File: config.mk
export PLATFORM = sky130hd
export DESIGN_NAME = sm83_bus_ctrl
export DESIGN_NICKNAME = d
export VERILOG_FILES = /design/src/rtl/sm83_pkg.sv /design/src/rtl/sm83_bus_wait_timer.sv /design/src/rtl/sm83_bus_ctrl.sv
export SDC_FILE = /design/constraint.sdc
export NUM_CORES = 1
export LEC_CHECK = 0
export BUFFER_PORTS_ARGS = -buffer_cell sky130_fd_sc_hd__buf_2
export CAP_MARGIN = 20
export CORE_MARGIN = 4
export CORE_UTILIZATION = 41
export CTS_CLUSTER_DIAMETER = 50
export DETAILED_ROUTE_END_ITERATION = 6
export PLACE_DENSITY_LB_ADDON = 0.05
export REMOVE_ABC_BUFFERS = 1
export SKIP_CTS_REPAIR_TIMING = 1
export SLEW_MARGIN = 5
export SYNTH_ARGS = -nofsm -noshare
export SYNTH_HDL_FRONTEND = slang
export SYNTH_HIERARCHICAL = 1
export SYNTH_SLANG_ARGS = --single-unit
File: constraint.sdc
create_clock -name clk -period 1 [get_ports clk]
set_clock_uncertainty 0.1 [all_clocks]
set_input_delay 0.1 -clock clk [delete_from_list [all_inputs] [get_ports clk]]
set_output_delay 0.1 -clock clk [all_outputs]
set_load 0.02 [all_outputs]
File: src/rtl/sm83_pkg.sv
// sm83_pkg: shared types and constants for the SM83 external bus controller.
//   sm83_bus_op_t    - access kind latched at T1 (IDLE / READ / WRITE)
//   sm83_bus_state_t - bus FSM state (RUN follows T-strobes, WAIT extends T4)
//   WAIT_CNT_W       - width of the wait-state counter
//   WAIT_MAX         - wait count at which a stalled access is forced to end
package sm83_pkg;

    typedef enum logic [1:0] {
        IDLE,
        READ,
        WRITE
    } sm83_bus_op_t;

    typedef enum logic {
        RUN,
        WAIT
    } sm83_bus_state_t;

    localparam int unsigned                 WAIT_CNT_W = 4;
    localparam logic [WAIT_CNT_W-1:0]       WAIT_MAX   = 4'd15;

endpackage

File: src/rtl/sm83_bus_wait_timer.sv
// sm83_bus_wait_timer: wait-state counter for the SM83 bus controller.
// Only instantiated when SM83_BUS_WAIT_EN is defined.
// Ports:
//   clk, reset - clock, synchronous active-high reset
//   inc        - count one more wait cycle (holds at WAIT_MAX)
//   clr        - return the count to zero (wins over inc)
//   sat        - count has reached WAIT_MAX
module sm83_bus_wait_timer
    import sm83_pkg::*;
(
    input  logic clk,
    input  logic reset,
    input  logic inc,
    input  logic clr,
    output logic sat
);

    logic [WAIT_CNT_W-1:0] cnt_q, cnt_d;

    always_comb begin
        cnt_d = cnt_q;
        if (clr) begin
            cnt_d = '0;
        end else if (inc && (cnt_q != WAIT_MAX)) begin
            cnt_d = cnt_q + 1'b1;
        end
    end

    always_ff @(posedge clk) begin
        if (reset) begin
            cnt_q <= '0;
        end else begin
            cnt_q <= cnt_d;
        end
    end

    assign sat = (cnt_q == WAIT_MAX);

endmodule

File: src/rtl/sm83_bus_ctrl.sv
// sm83_bus_ctrl: external memory bus driver for one access per SM83 M-cycle.
// Latches the core request at T1, drives address/strobes/data enable T2..T4,
// returns read data and generates ncyc, the sequencer restart for the next T1.
// Optional feature macro: SM83_BUS_WAIT_EN (ext_wait stretches T4 via a WAIT
// state, with forced exit and bus_err after WAIT_MAX wait cycles).
// Ports:
//   clk, reset           - clock, synchronous active-high reset
//   t1..t4, m1           - T-state strobes and opcode-fetch flag from sequencer
//   req_rd/req_wr        - access request (write wins), sampled in T1
//   req_addr, req_wdata  - access address / write data, sampled in T1
//   ext_wait, d_in       - bus wait request, external read data
//   a, d_out, d_oe       - external address, write data, data output enable
//   nrd, nwr             - active-low read / write strobes
//   fetch                - current access is an opcode fetch
//   rdata, rdata_valid   - last read data and its one-cycle update pulse
//   bus_err              - one-cycle wait-timeout pulse
//   ncyc                 - combinational restart request to the sequencer
module sm83_bus_ctrl
    import sm83_pkg::*;
#(
    parameter int AW = 16,
    parameter int DW = 8
) (
    input  logic          clk,
    input  logic          reset,
    input  logic          t1,
    input  logic          t2,
    input  logic          t3,
    input  logic          t4,
    input  logic          m1,
    input  logic          req_rd,
    input  logic          req_wr,
    input  logic [AW-1:0] req_addr,
    input  logic [DW-1:0] req_wdata,
    input  logic          ext_wait,
    input  logic [DW-1:0] d_in,
    output logic [AW-1:0] a,
    output logic [DW-1:0] d_out,
    output logic          d_oe,
    output logic          nrd,
    output logic          nwr,
    output logic          fetch,
    output logic [DW-1:0] rdata,
    output logic          rdata_valid,
    output logic          bus_err,
    output logic          ncyc
);

    sm83_bus_op_t    op_q, op_d;
    sm83_bus_state_t state_q, state_d;

    logic [AW-1:0] a_q, a_d;
    logic [DW-1:0] d_out_q, d_out_d;
    logic [DW-1:0] rdata_q, rdata_d;
    logic          d_oe_q, d_oe_d;
    logic          nrd_q, nrd_d;
    logic          nwr_q, nwr_d;
    logic          fetch_q, fetch_d;
    logic          rdata_valid_q, rdata_valid_d;
    logic          bus_err_q, bus_err_d;

    logic stall;
    logic timeout;
    logic last_cyc;

`ifdef SM83_BUS_WAIT_EN
    logic wt_sample;
    logic wt_sat;

    // ext_wait only matters in T4 and in WAIT; the counter holds at WAIT_MAX,
    // so a saturated count with ext_wait still high is the timeout condition.
    assign wt_sample = ((state_q == RUN) && t4) || (state_q == WAIT);
    assign stall     = ext_wait & ~wt_sat;
    assign timeout   = ext_wait & wt_sat;

    sm83_bus_wait_timer u_wait_timer (
        .clk   (clk),
        .reset (reset),
        .inc   (wt_sample & stall),
        .clr   (wt_sample & ~stall),
        .sat   (wt_sat)
    );
`else
    logic unused_ext_wait;

    assign unused_ext_wait = ext_wait;
    assign stall           = 1'b0;
    assign timeout         = 1'b0;
`endif

    // Final cycle of the access: T4 or a WAIT cycle that is not stalled.
    assign last_cyc = (((state_q == RUN) && t4) || (state_q == WAIT)) && !stall;
    assign ncyc     = reset | last_cyc;

    always_comb begin
        op_d          = op_q;
        state_d       = state_q;
        a_d           = a_q;
        d_out_d       = d_out_q;
        rdata_d       = rdata_q;
        d_oe_d        = d_oe_q;
        nrd_d         = nrd_q;
        nwr_d         = nwr_q;
        fetch_d       = fetch_q;
        rdata_valid_d = 1'b0;
        bus_err_d     = 1'b0;

        if ((state_q == RUN) && t1) begin
            if (req_wr) begin
                op_d = WRITE;
            end else if (req_rd) begin
                op_d = READ;
            end else begin
                op_d = IDLE;
            end
            if (req_wr || req_rd) begin
                a_d     = req_addr;
                d_out_d = req_wdata;
                fetch_d = m1;
            end
            nrd_d  = !(req_rd && !req_wr);
            d_oe_d = req_wr;
        end

        if ((state_q == RUN) && t2 && (op_q == WRITE)) begin
            nwr_d = 1'b0;
        end

        if (t3) begin
            nwr_d = 1'b1;
        end

        if ((state_q == RUN) && t4 && stall) begin
            state_d = WAIT;
        end

        if (last_cyc) begin
            state_d   = RUN;
            op_d      = IDLE;
            nrd_d     = 1'b1;
            d_oe_d    = 1'b0;
            bus_err_d = timeout;
            if (op_q == READ) begin
                rdata_d       = d_in;
                rdata_valid_d = 1'b1;
            end
        end
    end

    always_ff @(posedge clk) begin
        if (reset) begin
            op_q          <= IDLE;
            state_q       <= RUN;
            a_q           <= '0;
            d_out_q       <= '0;
            rdata_q       <= '0;
            d_oe_q        <= 1'b0;
            nrd_q         <= 1'b1;
            nwr_q         <= 1'b1;
            fetch_q       <= 1'b0;
            rdata_valid_q <= 1'b0;
            bus_err_q     <= 1'b0;
        end else begin
            op_q          <= op_d;
            state_q       <= state_d;
            a_q           <= a_d;
            d_out_q       <= d_out_d;
            rdata_q       <= rdata_d;
            d_oe_q        <= d_oe_d;
            nrd_q         <= nrd_d;
            nwr_q         <= nwr_d;
            fetch_q       <= fetch_d;
            rdata_valid_q <= rdata_valid_d;
            bus_err_q     <= bus_err_d;
        end
    end

    assign a           = a_q;
    assign d_out       = d_out_q;
    assign d_oe        = d_oe_q;
    assign nrd         = nrd_q;
    assign nwr         = nwr_q;
    assign fetch       = fetch_q;
    assign rdata       = rdata_q;
    assign rdata_valid = rdata_valid_q;
    assign bus_err     = bus_err_q;

endmodule

* Word level (Yosys, flattened, before mapping)
Cells that the tools add are included.
** Word-level totals
- Bits in registers :: 39
- Bits of input ports :: 42
- Word-level logic and storage cells :: 26
** Cells by class
- Equal/unequal tests :: 2
- Muxes and demuxes :: 3
- Bitwise logic cells :: 2
- Reduce and logical (&&, ||, !) cells :: 10
** Operators with widths (number)
- $reduce_or A2 Y1 :: 3
- $reduce_and A2 Y1 :: 2
- $eq A2 B1 Y1 const B :: 1
- $eq A2 B2 Y1 const B :: 1
- $logic_and A1 B1 Y1 :: 2
- $logic_not A1 Y1 :: 2
- $mux W1 :: 2
- $mux W2 :: 1
- $logic_or A1 B1 Y1 :: 1
- $not A1 Y1 :: 1
- $or A1 B1 Y1 :: 1

* Depth between registers and ports, before layout
Gate-level depths: netlist (run 1).
- Depth after elaboration :: 3
- Depth in mapped cells :: 4
- Depth with buffers taken out :: 2

* Least setup slack after synthesis (run 1)
Ideal clock, no wire load.
- Path type :: register to register
- Start :: register op_q[1]
- End :: register rdata_valid_q, in the netlist rdata_valid
- Setup time :: 122 ps
- Arrival time :: 960 ps
- Setup slack :: -183 ps
- Cell stages (with the launch flop) :: 4
- Clock period less this slack :: 1183 ps
- Cells stage by stage :: dfxtp_1 > and3b_1 > buf_2 > nor2b_1
** On the way
- Cells in the longest elaborated chain, start to end :: 2
** RTL lines
- start: declaration :: line sm83_bus_ctrl.sv:49 : sm83_bus_op_t op_q, op_d;
- start signal: assignment :: line sm83_bus_ctrl.sv:164 : op_q <= op_d;
- $eq A2 B1 Y1 :: line sm83_bus_ctrl.sv:143 : if (op_q == READ) begin
- $mux W1 :: line sm83_bus_ctrl.sv:143
- end signal: assignment :: line sm83_bus_ctrl.sv:173 : rdata_valid_q <= rdata_valid_d;
- end: declaration :: line sm83_bus_ctrl.sv:59 : logic rdata_valid_q, rdata_valid_d;
No other way between the ends.
A chain may end at the register's enable or synchronous reset.

==> flow_metrics.py, run 1 <==
metrics = {
    "worst_setup_path": {
        "critPathLaunch": "op_q[1]",
        "critPathArrivalTime_ns": 0.92,
        "crit_path_frequent_cell": "buf_6",
        "critPathTopFamily": "buffers and inverters",
        "cp_data_required_time_ns": 0.80,
        "ff2ff_setup_slack_ns": -0.08,
        "critPathKind": "register to primary output",
        "crit_slowest_cell": "dfxtp_2",
        "start_kind": "register",
        "critPathMaxStageDelay_ns": 0.32,
        "crit_buf_inv": 3,
        "r2r-start": "op_q[1]",
        "reg2regPathDepth": 3,
        "worstPathCellList": "buf_6 > buf_6 > buf_6",
        "cp-end-kind": "primary output",
        "cp.depth": 3,
        "cp_max_fo": 2,
    },
    "sta": {
        "min_period_ns": 1.12,
        "rsz0062_at_grt": "true",
        "hold_ws_ns": -0.0251,
        "worst_slack_ns": -0.124,
        "fin_setup_tns_ns": -0.555,
        "period_share_pct": 112,
        "hold_violations": 7,
        "fmax_ghz": 0.889,
        "finalSetupViolCount": 11,
        "finalMaxSlewViolations": 0,
    },
    "logic_synthesis": {
        "synth.distinct_cells": 19,
        "synth.area.top_cells": "dfxtp_1 (45%), nand2b_1 (25%), mux2i_1 (20%)",
        "syn-cell-area_um2": 1690,
        "synth_cells": 163,
        "synth_area_per_cell_um2": 10.4,
        "synth_warnings": 6,
        "netlist.area_leader.share_pct": 45.0,
        "synth_area_leader_cell": "dfxtp_1",
        "synth_seq_cells": 38,
        "synth-seq-area-share_pct": 45.0,
    },
    "floorplan": {
        "die_w_um": 72.2,
        "core-area_um2": 4000,
        "die_h_um": 72.2,
        "dieArea_um2": 5220,
        "start_util_pct": 42.3,
        "num_io_pins": 81,
        "rows": 23,
    },
    "layout": {
        "layout-drive-gt1-share_pct": 40.7,
        "multi_input_area_um2": 843,
        "final_cell_count_no_fill": 320,
        "final_nets": 312,
        "seq_area_um2": 778,
        "fillers": 335,
        "syn_to_final_growth_pct": 53.9,
        "diodes": 0,
        "final_util_pct": 65.1,
    },
    "clocking": {
        "cts_max_level": 2,
        "clk_pin_slew_ns": 0.07,
        "clk_path_buf_depth": 2,
        "clk_latency_ns": 0.27,
        "cts.sinks": 38,
        "cts_root_buf": "clkbuf_8",
        "tritoncts": "yes",
        "cts_buffers": 5,
    },
    "routing": {
        "drtPass1Iterations": 4,
        "vias": 1437,
        "ant_nets": 0,
        "via_per_inst": 4.49,
        "wl_per_cell_um": 12.3,
        "drt_iter0_drc": 63,
        "drc": 0,
        "routed_wl_mm": 3.94,
    },
    "pwr": {
        "pwr-share-seq_pct": 50.9,
        "ir_drop_uv": 1010,
        "power.switching_mw": 0.777,
        "power_frac_comb_pct": 19.6,
        "cellPowerDensity_nw_per_um2": 1230,
        "clockPowerShare_pct": 29.5,
        "power_leakage_nw": 1.17,
        "p_sw_share_pct": 24.3,
        "p_int_mw": 2.42,
    },
    "global_route": {
        "grt-ovfl-total": 0,
        "use_met3_pct": 6.65,
        "grt_busiest_layer": "met2",
        "use_met2_pct": 25.1,
        "grt_usage_pct": 14.5,
        "grt_max_degree": 35,
        "grt_use_met1_pct": 15.8,
        "antenna_found_initial": 0,
        "grt_pass1_wl_mm": 5.93,
        "grt_pass1_vias": 1326,
    },
    "run": {
        "maxCapViolCount": 0,
    },
    "placed_design": {
        "dp.cells": 288,
        "pre_cts_slack_ns": -0.0598,
        "port_buffers": 78,
        "hpwl_mm": 2.81,
        "place_congestion": 0.711,
    },
    "min_path": {
        "hold_depth": 3,
        "worst_hold_path_type": "input port to register",
        "hold_start": "req_wdata[3]",
    },
    "run_status": {
        "violations": "negative hold slack, negative setup slack",
        "outcome": "complete, but fails checks",
    },
}
## cells by family (layout without fill, tap and decap cells)
kind of cell,count (synthesis),count (layout),synth area share (%)
AO/OA/AOI/OAI,4,4,1.70
buffers and inverters,12,119,5.47
flip-flops,38,38,45.0
multiplexers,34,34,20.1
other,1,1,0.222
AND/OR/NAND/NOR,74,74,27.5
## worst register-to-register path, delay by kind of cell (launching register included)
kind | cells | cell delay [ns]
flip-flops | 1 | 0.32
multiplexers | 1 | 0.20
AND/OR/NAND/NOR | 1 | 0.25
buffers and inverters | 1 | 0.14
## worst paths after layout
path	end
max	d_oe
min	d_out[3]
max reg2reg	rdata[2]
min reg2reg	nwr
## power groups by stage
stage | logic, mW | clock network [mW] | registers [mW]
floorplan | 0.186 | 0 | 1.74
global placement | 0.498 | 0 | 1.65
detailed placement | 0.516 | 0 | 1.65
CTS | 0.517 | 0.990 | 1.62
global route | 0.679 | 1.05 | 1.64
finish | 0.626 | 0.943 | 1.63
## routing by layer
metal | share of wire (%) | wire (um)
met4 | 1.3 | 53
met1 | 40 | 1590
met5 | 0 | 0
met3 | 7.9 | 312
met2 | 50 | 1980
## Yosys cell counts
cell / count
nand2b_1: 67
dfxtp_1: 38
mux2i_1: 34
clkbuf_1: 5
buf_2: 3
buf_12: 2
nand3b_1: 2
a211o_1: 1
a21o_1: 1
a21oi_1: 1
and3b_1: 1
buf_4: 1
buf_6: 1
conb_1: 1
nor2_1: 1
nor2b_1: 1
o21a_1: 1
or2_1: 1
or2_2: 1
## sequential cells by signal, indices dropped and copies added, names as in the netlist
name / flops
d_out: 8
nwr: 1
a: 16
rdata: 8
fetch: 1
rdata_valid: 1
op_q: 2
nrd: 1
## stage by stage
stage	total power [mW]	instance area, um^2
after CTS	3.12	2230
final	3.20	2600
after global routing	3.37	2600
after detailed placement	2.17	2160
after global placement	2.15	2160
after floorplan	1.92	1600
## area by class of cell
class / count / share of cell area (%)
multi-input cells: 113 / 32.4
flip-flops and latches: 38 / 29.9
well taps: 50 / 2.40
repair buffers: 112 / 32.4
clock buffers: 7 / 2.93
## layout by cell type (no fill, tap or decap)
cell / synthesis / layout
clkbuf_8: 0 / 5
o21a_1: 1 / 1
mux2i_1: 34 / 33
a21o_1: 1 / 1
mux2i_2: 0 / 1
buf_6: 1 / 4
buf_12: 2 / 3
nor2_1: 1 / 1
and3b_2: 0 / 1
conb_1: 1 / 1
dfxtp_2: 0 / 14
nand2b_1: 67 / 67
dlygate4sd3_1: 0 / 24
buf_2: 3 / 44
a21oi_1: 1 / 1
clkbuf_1: 5 / 2
nand3b_1: 2 / 2
or2_2: 1 / 1
buf_4: 1 / 37
dfxtp_1: 38 / 24
nor2b_1: 1 / 1
or2_1: 1 / 1
a211o_1: 1 / 1
Power figures use the tool's default switching activity.
==> run 2: changes to the inputs <==
--- a/config.mk
+++ b/config.mk
@@ -12,7 +12,6 @@
 export CTS_CLUSTER_DIAMETER = 50
 export DETAILED_ROUTE_END_ITERATION = 6
 export PLACE_DENSITY_LB_ADDON = 0.05
-export REMOVE_ABC_BUFFERS = 1
 export SKIP_CTS_REPAIR_TIMING = 1
 export SLEW_MARGIN = 5
 export SYNTH_ARGS = -nofsm -noshare
==> flow_metrics.py, run 2 (same netlist as run 1, synthesis figures left out) <==
metrics = {
    "layout": {
        "largest_reg_flops": 16,
        "final_nets": 310,
        "diodes": 0,
        "mostFrequentLayoutCells": "nand2b_1 (67), buf_2 (43), buf_4 (37)",
        "fillers": 335,
        "layout-drive-gt1-share_pct": 40.7,
        "finalInstanceArea_um2": 2600,
        "layout_commonest_cell": "nand2b_1",
        "syn_to_final_growth_pct": 53.8,
    },
    "clocking": {
        "tritoncts": "yes",
        "cts.sinks": 38,
        "clk_latency_ns": 0.28,
        "clk_pin_slew_ns": 0.07,
        "cts_max_level": 2,
        "clk_path_buf_depth": 2,
        "cts_root_buf": "clkbuf_8",
        "cts_buffers": 5,
    },
    "worst_setup_path": {
        "r2r-end": "rdata[5]",
        "ff2ff_setup_slack_ns": -0.08,
        "start_kind": "register",
        "cp_max_fo": 9,
        "cp-end-kind": "register",
        "critPathMaxStageDelay_ns": 0.34,
        "cp_data_required_time_ns": 1.11,
        "crit_slowest_cell": "dfxtp_4",
        "worstPathCellList": "and3b_2 > buf_12 > mux2i_1",
        "reg2regPathDepth": 3,
        "r2r-start": "op_q[1]",
        "critPathKind": "register to register",
        "critPathArrivalTime_ns": 1.19,
        "critPathLaunch": "op_q[1]",
    },
    "min_path": {
        "hold_depth": 3,
        "worst_hold_path_type": "input port to register",
        "hold_start": "req_wr",
        "min_to": "op_q[1]",
    },
    "global_route": {
        "grt_pass1_wl_mm": 6.04,
        "antenna_found_initial": 0,
        "grt-ovfl-total": 0,
        "grt_usage_pct": 14.6,
        "grt_pass1_vias": 1357,
        "grt_max_degree": 46,
    },
    "routing": {
        "routed_wl_mm": 3.82,
        "vias": 1439,
        "drt_iter0_drc": 41,
        "wl_per_cell_um": 12.0,
        "drtPass1Iterations": 4,
        "via_per_inst": 4.53,
        "drc": 0,
        "ant_nets": 0,
    },
    "placed_design": {
        "place_congestion": 0.798,
        "hpwl_mm": 2.66,
        "port_buffers": 78,
        "place_area_um2": 2150,
    },
    "floorplan": {
        "core-area_um2": 4000,
        "die_w_um": 72.2,
        "dieArea_um2": 5220,
        "die_h_um": 72.2,
        "num_io_pins": 81,
        "rows": 23,
        "start_util_pct": 42.3,
    },
    "pwr": {
        "ir_drop_uv": 874,
        "cellPowerDensity_nw_per_um2": 1260,
        "total_power_mw": 3.28,
        "power_leakage_nw": 1.16,
    },
    "sta": {
        "hold_violations": 10,
        "hold_ws_ns": -0.0262,
        "finalSetupViolCount": 10,
        "min_period_ns": 1.08,
        "rsz0062_at_grt": "true",
        "worst_slack_ns": -0.0812,
        "fmax_ghz": 0.925,
        "finalMaxSlewViolations": 0,
        "period_share_pct": 108,
    },
    "run": {
        "maxCapViolCount": 0,
    },
    "run_status": {
        "violations": "negative hold slack, negative setup slack",
        "outcome": "complete, but fails checks",
    },
    "logic_synthesis": {
        "synth_nets": 205,
    },
}
-- run 2: final cells by class --
class,instances,area [um^2],area share [%]
multi-input cells,113,842,32.4
repair buffers,110,826,31.7
flip-flops and latches,38,786,30.2
clock buffers,7,86.3,3.32
well taps,50,62.6,2.40
-- run 2: routing by layer --
layer	share of wire [%]	global-route usage, %	vias up	routed length, um
met5	0	0	-	0
met4	1.2	4.38	0	44
met3	7.1	5.82	5	272
met2	52	26.0	43	2000
met1	39	15.8	660	1500
li1	-	-	731	-
-- run 2: stage by stage --
step / cells / setup TNS [ns] / setup WS [ns] / utilization [%]
after floorplan: 163 / -0.377 / -0.0435 / -
after global placement: 286 / -0.326 / -0.0439 / 53.8
after detailed placement: 286 / -0.493 / -0.0754 / 53.8
after CTS: 293 / -0.832 / -0.119 / 56.0
after global routing: 318 / -1.25 / -0.143 / 65.1
final: 318 / -0.623 / -0.0812 / 65.1
-- run 2: power breakdown --
group	leakage, nW	internal, mW	switching (mW)
logic	0.804	0.345	0.270
clock network	0.0443	0.547	0.494
registers	0.316	1.58	0.0364
-- run 2: how the worst max path moves through the flow --
stage	slack, ns	depth (start not counted)	to
6_report	-0.08	3	rdata[5]
5_1_grt	-0.14	3	rdata[6]
3_3_place_gp	-0.04	3	rdata[7]
2_1_floorplan	-0.04	3	rdata[0]
4_1_cts	-0.12	2	d_oe
3_5_place_dp	-0.08	3	rdata[5]
-- run 2: critical path: cells and delay by family, from the launching register on --
kind	cells	cell delay, ns
flops	1	0.34
simple gates	1	0.25
mux	1	0.18
buf+inv	1	0.13
